[src/rtl/tcp_tx_arb_pkg.sv]
// Shared types and default constants for the TCP TX engine arbiter.
package tcp_tx_arb_pkg;

    typedef enum logic [1:0] {
        IDLE = 2'd0,
        REQ  = 2'd1,
        BUSY = 2'd2,
        GAP  = 2'd3
    } tcp_tx_arb_state_t;

    localparam int DEF_N_REQ     = 4;
    localparam int DEF_TIMEOUT   = 1024;
    localparam int DEF_IFG       = 2;
    localparam int DEF_ERR_CNT_W = 8;

    // Bits needed for a down-counter loaded with (max_val - 1); never narrower than 1.
    function automatic int cnt_width(input int max_val);
        return (max_val > 1) ? $clog2(max_val) : 1;
    endfunction

endpackage

[src/rtl/tcp_rr_picker.sv]
// Combinational winner selection: lowest-index urgent request first, otherwise
// the first valid request found walking upward (with wrap) from rr_ptr.
module tcp_rr_picker
    import tcp_tx_arb_pkg::*;
#(
    parameter int N_REQ = DEF_N_REQ,
    parameter int IDX_W = $clog2(DEF_N_REQ)
) (
    input  logic [N_REQ-1:0] vld,
    input  logic [N_REQ-1:0] urgent,
    input  logic [IDX_W-1:0] rr_ptr,
    output logic [IDX_W-1:0] win_idx,
    output logic             win_urgent,
    output logic             any_vld
);

    logic [N_REQ-1:0] urg_vld;
    logic             urg_found;
    logic [IDX_W-1:0] urg_idx;
    logic [IDX_W-1:0] rr_idx;

    always_comb begin
        int j;
        j         = 0;
        urg_vld   = vld & urgent;
        urg_found = 1'b0;
        urg_idx   = '0;
        rr_idx    = '0;

        // Walk downward so the last hit (the lowest index) wins.
        for (int i = N_REQ - 1; i >= 0; i--) begin
            if (urg_vld[IDX_W'(i)]) begin
                urg_found = 1'b1;
                urg_idx   = IDX_W'(i);
            end
        end

        // Same trick for round-robin: the last hit is the closest to rr_ptr.
        for (int k = N_REQ - 1; k >= 0; k--) begin
            j = (int'(rr_ptr) + k) % N_REQ;
            if (vld[IDX_W'(j)]) begin
                rr_idx = IDX_W'(j);
            end
        end

        win_idx    = urg_found ? urg_idx : rr_idx;
        win_urgent = urg_found;
        any_vld    = |vld;
    end

endmodule

[src/rtl/tcp_tx_arbiter.sv]
// Shares one TCP TX engine among N_REQ requesters: urgent-first, else round-robin,
// holding the grant across accept/done with a timeout and an inter-frame gap.
module tcp_tx_arbiter
    import tcp_tx_arb_pkg::*;
#(
    parameter int N_REQ     = DEF_N_REQ,
    parameter int TIMEOUT   = DEF_TIMEOUT,
    parameter int IFG       = DEF_IFG,
    parameter int ERR_CNT_W = DEF_ERR_CNT_W
) (
    input  logic                      clk,
    input  logic                      rst,
    input  logic [N_REQ-1:0]          req_vld,
    input  logic [N_REQ-1:0]          req_urgent,
    input  logic                      flush_in,
    input  logic                      tx_eng_acc_in,
    input  logic                      tx_done_in,
    output logic                      tx_req,
    output logic [$clog2(N_REQ)-1:0]  tx_sel,
    output logic [N_REQ-1:0]          req_ack,
    output logic [N_REQ-1:0]          req_done,
    output logic [N_REQ-1:0]          req_err,
    output logic                      busy,
    output logic [ERR_CNT_W-1:0]      err_cnt,
    output tcp_tx_arb_state_t         dbg_state
);

    localparam int IDX_W = $clog2(N_REQ);
    localparam int TMR_W = cnt_width(TIMEOUT);
    localparam int GAP_W = cnt_width(IFG);
    localparam logic [TMR_W-1:0] TMR_INIT = TMR_W'(TIMEOUT - 1);
    localparam logic [GAP_W-1:0] GAP_INIT = GAP_W'((IFG > 0) ? IFG - 1 : 0);

    // Engine handshake: tx_req/tx_sel are held stable until the cycle tx_eng_acc_in
    // is seen high (transfer accepted), then the grant stays owned until tx_done_in,
    // timeout or flush; tx_done_in is only meaningful after acceptance.

    tcp_tx_arb_state_t state_q, state_d;
    logic [IDX_W-1:0]     sel_q, sel_d;
    logic                 urg_q, urg_d;
    logic [IDX_W-1:0]     rr_ptr_q, rr_ptr_d;
    logic [TMR_W-1:0]     timer_q, timer_d;
    logic [GAP_W-1:0]     gap_q, gap_d;
    logic [ERR_CNT_W-1:0] err_cnt_q, err_cnt_d;
    logic                 tx_req_q, tx_req_d;
    logic                 busy_q, busy_d;
    logic [N_REQ-1:0]     req_ack_q, req_ack_d;
    logic [N_REQ-1:0]     req_done_q, req_done_d;
    logic [N_REQ-1:0]     req_err_q, req_err_d;

    logic [IDX_W-1:0]     pick_idx;
    logic                 pick_urgent;
    logic                 pick_any;
    logic [N_REQ-1:0]     sel_oh;
    logic                 xfer_end;

    tcp_rr_picker #(
        .N_REQ (N_REQ),
        .IDX_W (IDX_W)
    ) u_picker (
        .vld        (req_vld),
        .urgent     (req_urgent),
        .rr_ptr     (rr_ptr_q),
        .win_idx    (pick_idx),
        .win_urgent (pick_urgent),
        .any_vld    (pick_any)
    );

    assign sel_oh = N_REQ'(1) << sel_q;

    always_comb begin
        state_d    = state_q;
        sel_d      = sel_q;
        urg_d      = urg_q;
        rr_ptr_d   = rr_ptr_q;
        timer_d    = timer_q;
        gap_d      = gap_q;
        err_cnt_d  = err_cnt_q;
        req_ack_d  = '0;
        req_done_d = '0;
        req_err_d  = '0;
        xfer_end   = 1'b0;

        case (state_q)
            IDLE: begin
                if (!flush_in && pick_any) begin
                    state_d = REQ;
                    sel_d   = pick_idx;
                    urg_d   = pick_urgent;
                end
            end
            REQ: begin
                // Withdraw outranks a same-cycle accept: the requester no longer owns a segment.
                if (flush_in || ((req_vld & sel_oh) == '0)) begin
                    state_d = IDLE;
                end else if (tx_eng_acc_in) begin
                    state_d   = BUSY;
                    req_ack_d = sel_oh;
                    timer_d   = TMR_INIT;
                end
            end
            BUSY: begin
                if (flush_in) begin
                    state_d   = IDLE;
                    req_err_d = sel_oh;
                end else if (tx_done_in) begin
                    req_done_d = sel_oh;
                    xfer_end   = 1'b1;
                end else if (timer_q == '0) begin
                    req_err_d = sel_oh;
                    xfer_end  = 1'b1;
                    if (err_cnt_q != '1) begin
                        err_cnt_d = err_cnt_q + 1'b1;
                    end
                end else begin
                    timer_d = timer_q - 1'b1;
                end
            end
            GAP: begin
                if (gap_q == '0) begin
                    state_d = IDLE;
                end else begin
                    gap_d = gap_q - 1'b1;
                end
            end
            default: state_d = IDLE;
        endcase

        // Only a completed or timed-out non-urgent grant advances the rotation.
        if (xfer_end) begin
            state_d = (IFG > 0) ? GAP : IDLE;
            gap_d   = GAP_INIT;
            if (!urg_q) begin
                rr_ptr_d = (sel_q == IDX_W'(N_REQ - 1)) ? '0 : sel_q + 1'b1;
            end
        end

        tx_req_d = (state_d == REQ);
        busy_d   = (state_d != IDLE);
    end

    always_ff @(posedge clk or negedge rst) begin
        if (!rst) begin
            state_q    <= IDLE;
            sel_q      <= '0;
            urg_q      <= 1'b0;
            rr_ptr_q   <= '0;
            timer_q    <= '0;
            gap_q      <= '0;
            err_cnt_q  <= '0;
            tx_req_q   <= 1'b0;
            busy_q     <= 1'b0;
            req_ack_q  <= '0;
            req_done_q <= '0;
            req_err_q  <= '0;
        end else begin
            state_q    <= state_d;
            sel_q      <= sel_d;
            urg_q      <= urg_d;
            rr_ptr_q   <= rr_ptr_d;
            timer_q    <= timer_d;
            gap_q      <= gap_d;
            err_cnt_q  <= err_cnt_d;
            tx_req_q   <= tx_req_d;
            busy_q     <= busy_d;
            req_ack_q  <= req_ack_d;
            req_done_q <= req_done_d;
            req_err_q  <= req_err_d;
        end
    end

    assign tx_req    = tx_req_q;
    assign tx_sel    = sel_q;
    assign req_ack   = req_ack_q;
    assign req_done  = req_done_q;
    assign req_err   = req_err_q;
    assign busy      = busy_q;
    assign err_cnt   = err_cnt_q;
    assign dbg_state = state_q;

endmodule

[config.mk]
export PLATFORM = sky130hd
export DESIGN_NAME = tcp_tx_arbiter
export DESIGN_NICKNAME = d
export VERILOG_FILES = /design/src/rtl/tcp_tx_arb_pkg.sv /design/src/rtl/tcp_rr_picker.sv /design/src/rtl/tcp_tx_arbiter.sv
export SDC_FILE = /design/constraint.sdc
export NUM_CORES = 1
export LEC_CHECK = 0
export BUFFER_PORTS_ARGS = -buffer_cell sky130_fd_sc_hd__buf_2
export CAP_MARGIN = 20
export CORE_MARGIN = 2
export CORE_UTILIZATION = 40
export DETAILED_ROUTE_END_ITERATION = 7
export PLACE_DENSITY_LB_ADDON = 0.15
export SLEW_MARGIN = 30
export SYNTH_ARGS = -nofsm -noshare
export SYNTH_HDL_FRONTEND = slang
export SYNTH_SLANG_ARGS = --single-unit
[constraint.sdc]
create_clock -name clk -period 5.7 [get_ports clk]
set_input_delay 0.285 -clock clk [delete_from_list [all_inputs] [get_ports clk]]
set_output_delay 0.285 -clock clk [all_outputs]
set_load 0.03 [all_outputs]
==> Word-level counts from Yosys, hierarchy flattened <==
Cells that the tools add are included.
Widths: inputs -> output; s select.
{ "totals": {"reg_bits": 40, "input_bits": 13, "output_inout_bits": 26, "elab_cells": 106} }
{ "op_classes": {"n_addsub": 7, "order_cmp": 4, "n_eq_ne": 11, "shift": 1, "mux": 52, "bitwise": 5, "n_reduce_logical": 14} }
{ "op_table": {"columns": ["op", "n"], "rows": [
  ["$mux 10", 5],
  ["$mux 4", 10],
  ["$mux 2", 14],
  ["$pmux 10 s2", 1],
  ["$mux 1", 17],
  ["$lt 2x4->1 const B", 4],
  ["$logic_not 10->1", 1],
  ["$ne 2x2->1 const B", 5],
  ["$sub 10x1->10 const B", 1],
  ["$add 8x1->8 const B", 1],
  ["$bmux 1 s2", 4],
  ["$ne 8x8->1 const B", 1],
  ["$pmux 2 s4", 1],
  ["$eq 2x2->1 const B", 3],
  ["$reduce_and 6->1", 1],
  ["$reduce_bool 2->1", 3],
  ["$reduce_and 5->1", 1],
  ["$add 2x1->2 const B", 2],
  ["$add 2x2->2 const B", 2],
  ["$and 4x4->4", 1],
  ["$eq 2x1->1 const B", 2],
  ["$logic_not 4->1", 1],
  ["$reduce_and 2->1", 2],
  ["$reduce_or 4->1", 1],
  ["other kinds (8)", 10]
]} }

==> Longest topological paths before layout <==
Gate-level depths: netlist of the first run.
{ "logic_depth": {"depth_word": 9, "ltp_mapped": 7, "mapped_depth_nobuf": 6} }

==> By module <==
Synthesis of the first run repeated with hierarchy kept, for this count alone.
{ "unflattened": {"hier_cells": 188, "area_unflattened_um2": 2020.7} }
{ "by_module_without_submodules": {"columns": ["mod", "n_inst", "cells_each", "area_per_inst_um2", "seq_area_each_um2"], "rows": [
  ["tcp_tx_arbiter", 1, 182, 1986.9, 1001.0],
  ["tcp_rr_picker", 1, 6, 33.8, 0.0]
]} }

==> Worst setup path after synthesis of the first run <==
No wires, ideal clock.
{ "synth_path": {"kind": "register -> register", "from": "register state_q[0] (netlist: dbg_state[0])", "to": "register err_cnt_q[1] (netlist: err_cnt[1])", "setup_time_ps": 125, "arrival_ps": 1789, "setup_slack_ps": 3787, "path_stages_with_launch": 6, "n_path_buf": 1, "cell_sequence": "dfrtp_1 buf_6 nor4b_2 nand4_2 nor2_1 mux2_2"} }
{ "synth_via": {"elab_chain_cells": 2} }
{ "synth_lines": {"columns": ["element", "line", "rtl"], "rows": [
  ["from (decl)", "tcp_tx_arbiter.sv:38", "tcp_tx_arb_state_t state_q, state_d;"],
  ["from (signal assigned)", "tcp_tx_arbiter.sv:157", "state_q <= state_d;"],
  ["$eq 2x2->1", "tcp_tx_arbiter.sv:84", "case (state_q)"],
  ["$reduce_and 5->1 (no line)", null, null],
  ["to (signal assigned)", "tcp_tx_arbiter.sv:163", "err_cnt_q <= err_cnt_d;"],
  ["to (decl)", "tcp_tx_arbiter.sv:44", "logic [ERR_CNT_W-1:0] err_cnt_q, err_cnt_d;"]
]} }
No other way between the ends.
A chain may end at the register's enable or synchronous reset.

==> Worst setup path in the final report of the first run <==
{ "layout_path": {"from": "register timer_q[0]", "to": "register err_cnt_q[1] (netlist: err_cnt[1])"} }
{ "layout_via": {"elab_chain_cells": 2} }
{ "layout_lines": {"columns": ["element", "line", "rtl"], "rows": [
  ["from (decl)", "tcp_tx_arbiter.sv:42", "logic [TMR_W-1:0] timer_q, timer_d;"],
  ["from (signal assigned)", "tcp_tx_arbiter.sv:161", "timer_q <= timer_d;"],
  ["$logic_not 10->1", "tcp_tx_arbiter.sv:109", "end else if (timer_q == '0) begin"],
  ["$reduce_and 5->1 (no line)", null, null]
]} }
No other way between the ends.

==> metrics.md, run 1 <==
| Metric | Value |
|---|---|
| Number of synthesized flops with an enable pin | `0` |
| Total congestion overflow | `0` |
| CP required | `5.87 ns` |
| Post-Syn Instances | `141` |
| TritonCTS clock tree | `done` |
| MaxCap Viol Count | `0` |
| Post-route cell area | `1790 um^2` |
| Mapped Area | `1540 um^2` |
| Routed vias | `1175` |
| Sequential cell area fraction in the yosys report | `48.7%` |
| Post-synth cell types | `43` |
| CP Cell Sequence | `inv_1 > ha_1 > nor3b_4 > nand4_2 > nor2_1 > mux2_2` |
| First-pass GRT wire length | `5110 um` |
| Root Buffer | `clkbuf_8` |
| Worst Slack Setup Final | `3.62 ns` |
| Via/cell ratio | `5.32` |
| Fillcell total | `367` |
| Critical path type | `flop to flop` |
| Core area | `3690 um^2` |
| RSZ-0062 raised after global routing | `false` |
| Final Hold Fails | `0` |
| Status | `completed` |
| Leak | `0.875 nW` |
| Commonest cells after routing, fill and taps aside | `dfrtp_1, buf_2, nor2_1, nand2_1, clkbuf_8` |
| Routed length per placed instance | `13.3 um` |
| Worst clock skew | `0.00614 ns` |
| CP max-delay cell | `dfrtp_1` |
| Mean Syn Cell Area | `10.9 um^2` |
| # DRC | `0` |
| DRT Pass-1 Iters | `4` |
| Port buffer count | `28` |
| Max Buffers Root-to-Sink | `2` |
| Critical Path Fanout Max | `8` |
| Worst hold slack | `0.0286 ns` |
| DP Wirelength | `2080 um` |
| Final WL | `2940 um` |
| WP buf/inv | `1` |
| Die Wd | `66.1 um` |
| Layout cell share with drive strength beyond 1 | `27.2%` |
| Clk_lat worst skew | `0.28 ns` |
| Vias in the first global route | `1118` |
| PD cells | `357 nW/um^2` |
| Endpoints failing setup | `0` |
| CP endpoint kind | `flop` |
| Synth async-reset ratio | `100%` |
| Die area | `4360 um^2` |
| Final #Nets | `187` |
| Pins over their slew limit | `0` |
| All-Layer GR Usage | `15.9%` |
| Syn-to-layout area delta | `16.5%` |
| Commonest non-fill, non-tap cell in the layout | `dfrtp_1` |
| Htree depth | `2` |
| Slew @ Worst Pin | `0.657 ns` |
| Pre-CTS WS | `3.62 ns` |
| Antenna Violating Nets Remaining | `0` |
| Hold_buf cts | `0` |
| Post-place instance area | `1680 um^2` |
| RD Place Congestion | `0.745` |
| Pin count of the biggest net entering global routing | `31` |
| Starting DRT DRC Count | `70` |
| Post-route setup TNS | `0 ns` |
| Starting Density | `41.8%` |
| Post-Route Utilization | `48.6%` |
| Minimum clock period | `2.08 ns` |
| CTS Sinks | `30` |
| Register-to-register setup slack | `3.62 ns` |
| Slew margin rel. | `56.2%` |
| Worst min path class | `input port to asynchronous set/reset pin` |
| F_max | `0.482 GHz` |
| Antenna violations before repair | `0` |
| Ant diodes | `0` |
| Crit path DAT | `2.25 ns` |
| Most used DFF post-synth | `dfrtp_1` |
| Chip height | `66.1 um` |
| Crit share post-route | `36.4%` |
| IO Pins | `39` |
| Maximum VDD drop | `0.000178 V` |
| Crit path max-delay family | `simple AND/OR/NAND/NOR gates` |
| Max stage delay on crit path | `0.41 ns` |
| Clock Pin Slew Worst Setup and Hold Paths | `0.07 ns` |
| Startpoint types | `flop` |
| Number of synthesized register bits | `30` |
| Post-CTS setup buffers | `0` |
| CTS buffer count | `5` |
| Row cnt | `22` |
| Cts repair resizes | `0` |
| Ys Warns | `0` |
[power breakdown]
group          internal (mW)  total, mW  leakage, nW  switching [mW]
Clock                  0.122      0.202       0.0575          0.0800
Sequential             0.256      0.316        0.371          0.0599
Combinational         0.0510      0.122        0.447          0.0711
[layer usage]
layer / global-route usage (%) / part of all wire (%)
met5: 0 / 0
met4: 8.42 / 2.3
met3: 5.11 / 5.6
met2: 24.2 / 46
met1: 20.1 / 46
[synthesized netlist by cell type, types with 2 or more instances]
cell      count  area [um^2]
inv_1         4         15.0
nand2_1       8         30.0
a21oi_1       3         15.0
a211oi_1      3         22.5
a211o_1       2         17.5
nor4b_2       2         30.0
and3_1        2         12.5
nand4_1       5         31.3
mux2_2        3         33.8
nand3_1       6         30.0
buf_6         2         22.5
xor2_1        6         52.6
o211a_1       2         20.0
dfrtp_1      30          751
o21ai_0       2         10.0
ha_1          2         25.0
a31oi_1       4         25.0
buf_4         7         52.6
o21a_1        5         37.5
nor3_1        6         30.0
nor2_1       12         45.0
nor4_1        2         12.5
and2_1        2         12.5
nor3b_1       2         15.0
[state kept, by name, summed over array words and instances (netlist names)]
name,cells
busy,1
tx_sel,1
req_err,2
tx_req,1
err_cnt,8
req_done,2
timer_q,10
dbg_state,2
req_ack,2
gap_q,1
[layout make-up]
class	count	area [um^2]	share of cell area [%]
well taps	48	60.1	3.35
flip-flops and latches	30	751	41.8
repair buffers	28	140	7.81
clock buffers	8	110	6.14
multi-input cells	103	718	40.0
inverters	4	15.0	0.837
[per-stage QoR]
stage / power [mW] / std cells
after global placement: 0.436 / 213
after CTS: 0.650 / 221
after global routing: 0.684 / 221
after floorplan: 0.410 / 147
final: 0.640 / 221
after detailed placement: 0.443 / 213
[kinds of logic (layout without fill, tap and decap cells)]
family,after synthesis,after routing,synth area share [%]
simple gates,57,57,23.6
fa+ha+maj,2,2,1.62
other cells,1,7,0.243
mux,3,3,2.19
buf+inv,14,40,6.09
flops,30,30,48.7
compound gates,28,28,14.1
xor+xnor,6,6,3.41
[worst paths after layout]
kind | startpoint | endpoint | cells past startpoint
max | timer_q[0]$_DFFE_PN0P_ | err_cnt[1]$_DFFE_PN0P_ | 6
min | rst | busy$_DFF_PN0_ | 1
max reg2reg | timer_q[0]$_DFFE_PN0P_ | err_cnt[1]$_DFFE_PN0P_ | 6
min reg2reg | gap_q$_DFFE_PN0P_ | gap_q$_DFFE_PN0P_ | 2
max in group asynchronous | rst | err_cnt[4]$_DFFE_PN0P_ | 1
min in group clk | flush_in | req_done[0]$_DFF_PN0_ | 2
Note: power is estimated with default switching activity, not from simulation.
==> inputs of run 2 (changes only) <==
==> constraint.sdc (replaced) <==
create_clock -name clk -period 2.1 [get_ports clk]
set_input_delay 0.105 -clock clk [delete_from_list [all_inputs] [get_ports clk]]
set_output_delay 0.105 -clock clk [all_outputs]
set_load 0.03 [all_outputs]
==> run 2 against run 1 <==
Clock skew is 0.0037 ns lower. Via count fell by 1.2%. Global-route usage decreased by 1.0 points. Critical path type unchanged. Critical endpoint is now err_cnt[2]$_DFFE_PN0P_. Largest power group unchanged.
==> metrics.md, run 2 (synthesis results as in run 1) <==
| Metric | Value |
|---|---|
| Status | `completed (unchanged)` |
| Crit share post-route | `86.9% (was 36.4%)` |
| Biggest register | `timer_q (unchanged)` |
| Worst reg2reg endpoint | `err_cnt[2]$_DFFE_PN0P_ (was err_cnt[1]$_DFFE_PN0P_)` |
| Post-place instance area | `1710 um^2 (was 1680 um^2)` |
| R2r startpoint | `dbg_state[0]$_DFF_PN0_ (was timer_q[0]$_DFFE_PN0P_)` |
| Vias in the first global route | `1084 (was 1118)` |
| RD Place Congestion | `0.823 (was 0.745)` |
| Final Hold Fails | `0 (unchanged)` |
| MaxCap Viol Count | `0 (unchanged)` |
| IO Pins | `39 (unchanged)` |
| Core area | `3690 um^2 (unchanged)` |
| Die area | `4360 um^2 (unchanged)` |
| Leak | `0.885 nW (was 0.875 nW)` |
| Htree depth | `2 (unchanged)` |
| R2R depth | `5 (was 6)` |
| Critical Path Fanout Max | `10 (was 8)` |
| First-pass GRT wire length | `4860 um (was 5110 um)` |
| Slew margin rel. | `56.1% (was 56.2%)` |
| Pre-CTS WS | `0.275 ns (was 3.62 ns)` |
| F_max | `0.548 GHz (was 0.482 GHz)` |
| Hold EP | `req_done[0]$_DFF_PN0_` |
| # DRC | `0 (unchanged)` |
| Port buffer count | `28 (unchanged)` |
| Routed vias | `1161 (was 1175)` |
| HP Start | `flush_in` |
| Max Buffers Root-to-Sink | `2 (unchanged)` |
| Worst Slack Setup Final | `0.275 ns (was 3.62 ns)` |
| DP Wirelength | `2080 um (about the same)` |
| WP buf/inv | `1 (unchanged)` |
| Crit path max-delay family | `simple AND/OR/NAND/NOR gates (unchanged)` |
| Worst min path class | `input port to flop (was input port to asynchronous set/reset pin)` |
| All-Layer GR Usage | `14.9% (was 15.9%)` |
| Hold path depth | `2` |
| Row cnt | `22 (unchanged)` |
| Pin count of the biggest net entering global routing | `31 (unchanged)` |
| Chip height | `66.1 um (unchanged)` |
| TritonCTS clock tree | `done (unchanged)` |
| Flip-flop count of the largest register after layout | `10 (unchanged)` |
| Critical path type | `flop to flop (unchanged)` |
| Worst clock skew | `0.00249 ns (was 0.00614 ns)` |
| Register area | `751 um^2 (unchanged)` |
| Post-route cell area | `1810 um^2 (was 1790 um^2)` |
| CP max-delay cell | `dfrtp_1 (unchanged)` |
| Worst hold slack | `0.0933 ns (was 0.0286 ns)` |
| Slew @ Worst Pin | `0.659 ns (was 0.657 ns)` |
| Die Wd | `66.1 um (unchanged)` |
| Register-to-register setup slack | `0.28 ns (was 3.62 ns)` |
| Layout cell share with drive strength beyond 1 | `27.7% (was 27.2%)` |
| Placed cell count | `216 (was 213)` |
| Filler-free cell count of the finished design | `225 (was 221)` |
| CP required | `2.30 ns (was 5.87 ns)` |
| Final #Nets | `191 (was 187)` |
| Final WL | `2900 um (was 2940 um)` |
| Max stage delay on crit path | `0.48 ns (was 0.41 ns)` |
| Fillcell total | `373 (was 367)` |
| PD cells | `922 nW/um^2 (was 357 nW/um^2)` |
| Root Buffer | `clkbuf_8 (unchanged)` |
| Routed length per placed instance | `12.9 um (was 13.3 um)` |
| Starting Density | `41.8% (unchanged)` |
| Post-route setup TNS | `0 ns (unchanged)` |
| Ant diodes | `0 (unchanged)` |
| Via/cell ratio | `5.16 (was 5.32)` |
| Cts repair resizes | `0 (unchanged)` |
| Commonest non-fill, non-tap cell in the layout | `dfrtp_1 (unchanged)` |
| Clock Pin Slew Worst Setup and Hold Paths | `0.06 ns (was 0.07 ns)` |
| Maximum VDD drop | `0.000534 V (was 0.000178 V)` |
| DRT Pass-1 Iters | `4 (unchanged)` |
| Antenna Violating Nets Remaining | `0 (unchanged)` |
| Antenna violations before repair | `0 (unchanged)` |
| Pins over their slew limit | `0 (unchanged)` |
| Post-CTS setup buffers | `0 (unchanged)` |
| Minimum clock period | `1.82 ns (was 2.08 ns)` |
| CTS buffer count | `5 (unchanged)` |
| RSZ-0062 raised after global routing | `false (unchanged)` |
| Area of the multi-input gates | `718 um^2 (unchanged)` |
| Total congestion overflow | `0 (unchanged)` |
| Startpoint types | `flop (unchanged)` |
| CTS Sinks | `30 (unchanged)` |
| Starting DRT DRC Count | `86 (was 70)` |
| Clk_lat worst skew | `0.28 ns (about the same)` |
| Endpoints failing setup | `0 (unchanged)` |
| Commonest cells after routing, fill and taps aside | `dfrtp_1, buf_2, nor2_1, nand2_1, conb_1 (was dfrtp_1, buf_2, nor2_1, nand2_1, clkbuf_8)` |
| Crit path DAT | `2.03 ns (was 2.25 ns)` |
| Syn-to-layout area delta | `17.4% (was 16.5%)` |
| CP endpoint kind | `flop (unchanged)` |
| Hold_buf cts | `1 (was 0)` |
| CP Cell Sequence | `nor4b_2 > nand4_2 > buf_4 > nor3b_1 > xor2_1 (was inv_1 > ha_1 > nor3b_4 > nand4_2 > nor2_1 > mux2_2)` |
run 2: cell count changes in the layout (fill, tap and decap cells not counted), sizes merged:
cell | previous run | this run
buf | 28 | 31
clkbuf | 8 | 7
clkinv | 0 | 1
dlygate4sd3 | 0 | 1
run 2: cell type report:
cell class / count / area share, %
clock buffers: 7 / 4.78
clock inverters: 1 / 0.277
inverters: 4 / 0.830
multi-input cells: 103 / 39.7
flip-flops and latches: 30 / 41.5
well taps: 48 / 3.32
repair buffers: 32 / 9.55
run 2: power by group:
group / leakage [nW] / internal [mW] / switching (mW)
Clock: 0.0482 / 0.264 / 0.206
Combinational: 0.466 / 0.143 / 0.193
Sequential: 0.371 / 0.696 / 0.165
Total: 0.885 / 1.10 / 0.564
run 2: routing by layer:
| metal | routed length, um | vias to the layer above | global-route usage, % |
|---|---|---|---|
| met1 | 1420 | 551 | 18.7 |
| met3 | 150 | 7 | 5.62 |
| met4 | 51 | 0 | 5.36 |
| met5 | 0 | - | 0 |
| li1 | - | 580 | - |
| met2 | 1280 | 23 | 23.5 |
run 2: worst max-delay path by stage:
stage,start,end,depth (start not counted)
2_1_floorplan,dbg_state[0]$_DFF_PN0_,err_cnt[1]$_DFFE_PN0P_,5
3_3_place_gp,dbg_state[0]$_DFF_PN0_,err_cnt[7]$_DFFE_PN0P_,5
3_5_place_dp,dbg_state[0]$_DFF_PN0_,err_cnt[1]$_DFFE_PN0P_,4
4_1_cts,dbg_state[0]$_DFF_PN0_,err_cnt[7]$_DFFE_PN0P_,5
5_1_grt,dbg_state[0]$_DFF_PN0_,err_cnt[5]$_DFFE_PN0P_,5
6_report,dbg_state[0]$_DFF_PN0_,err_cnt[2]$_DFFE_PN0P_,5
run 2: metrics by stage:
stage	power, mW	utilization, %
3_3_place_gp	1.19	46.3
3_5_place_dp	1.21	46.3
2_1_floorplan	1.11	-
5_1_grt	1.78	49.0
4_1_cts	1.69	49.0
6_report	1.67	49.0
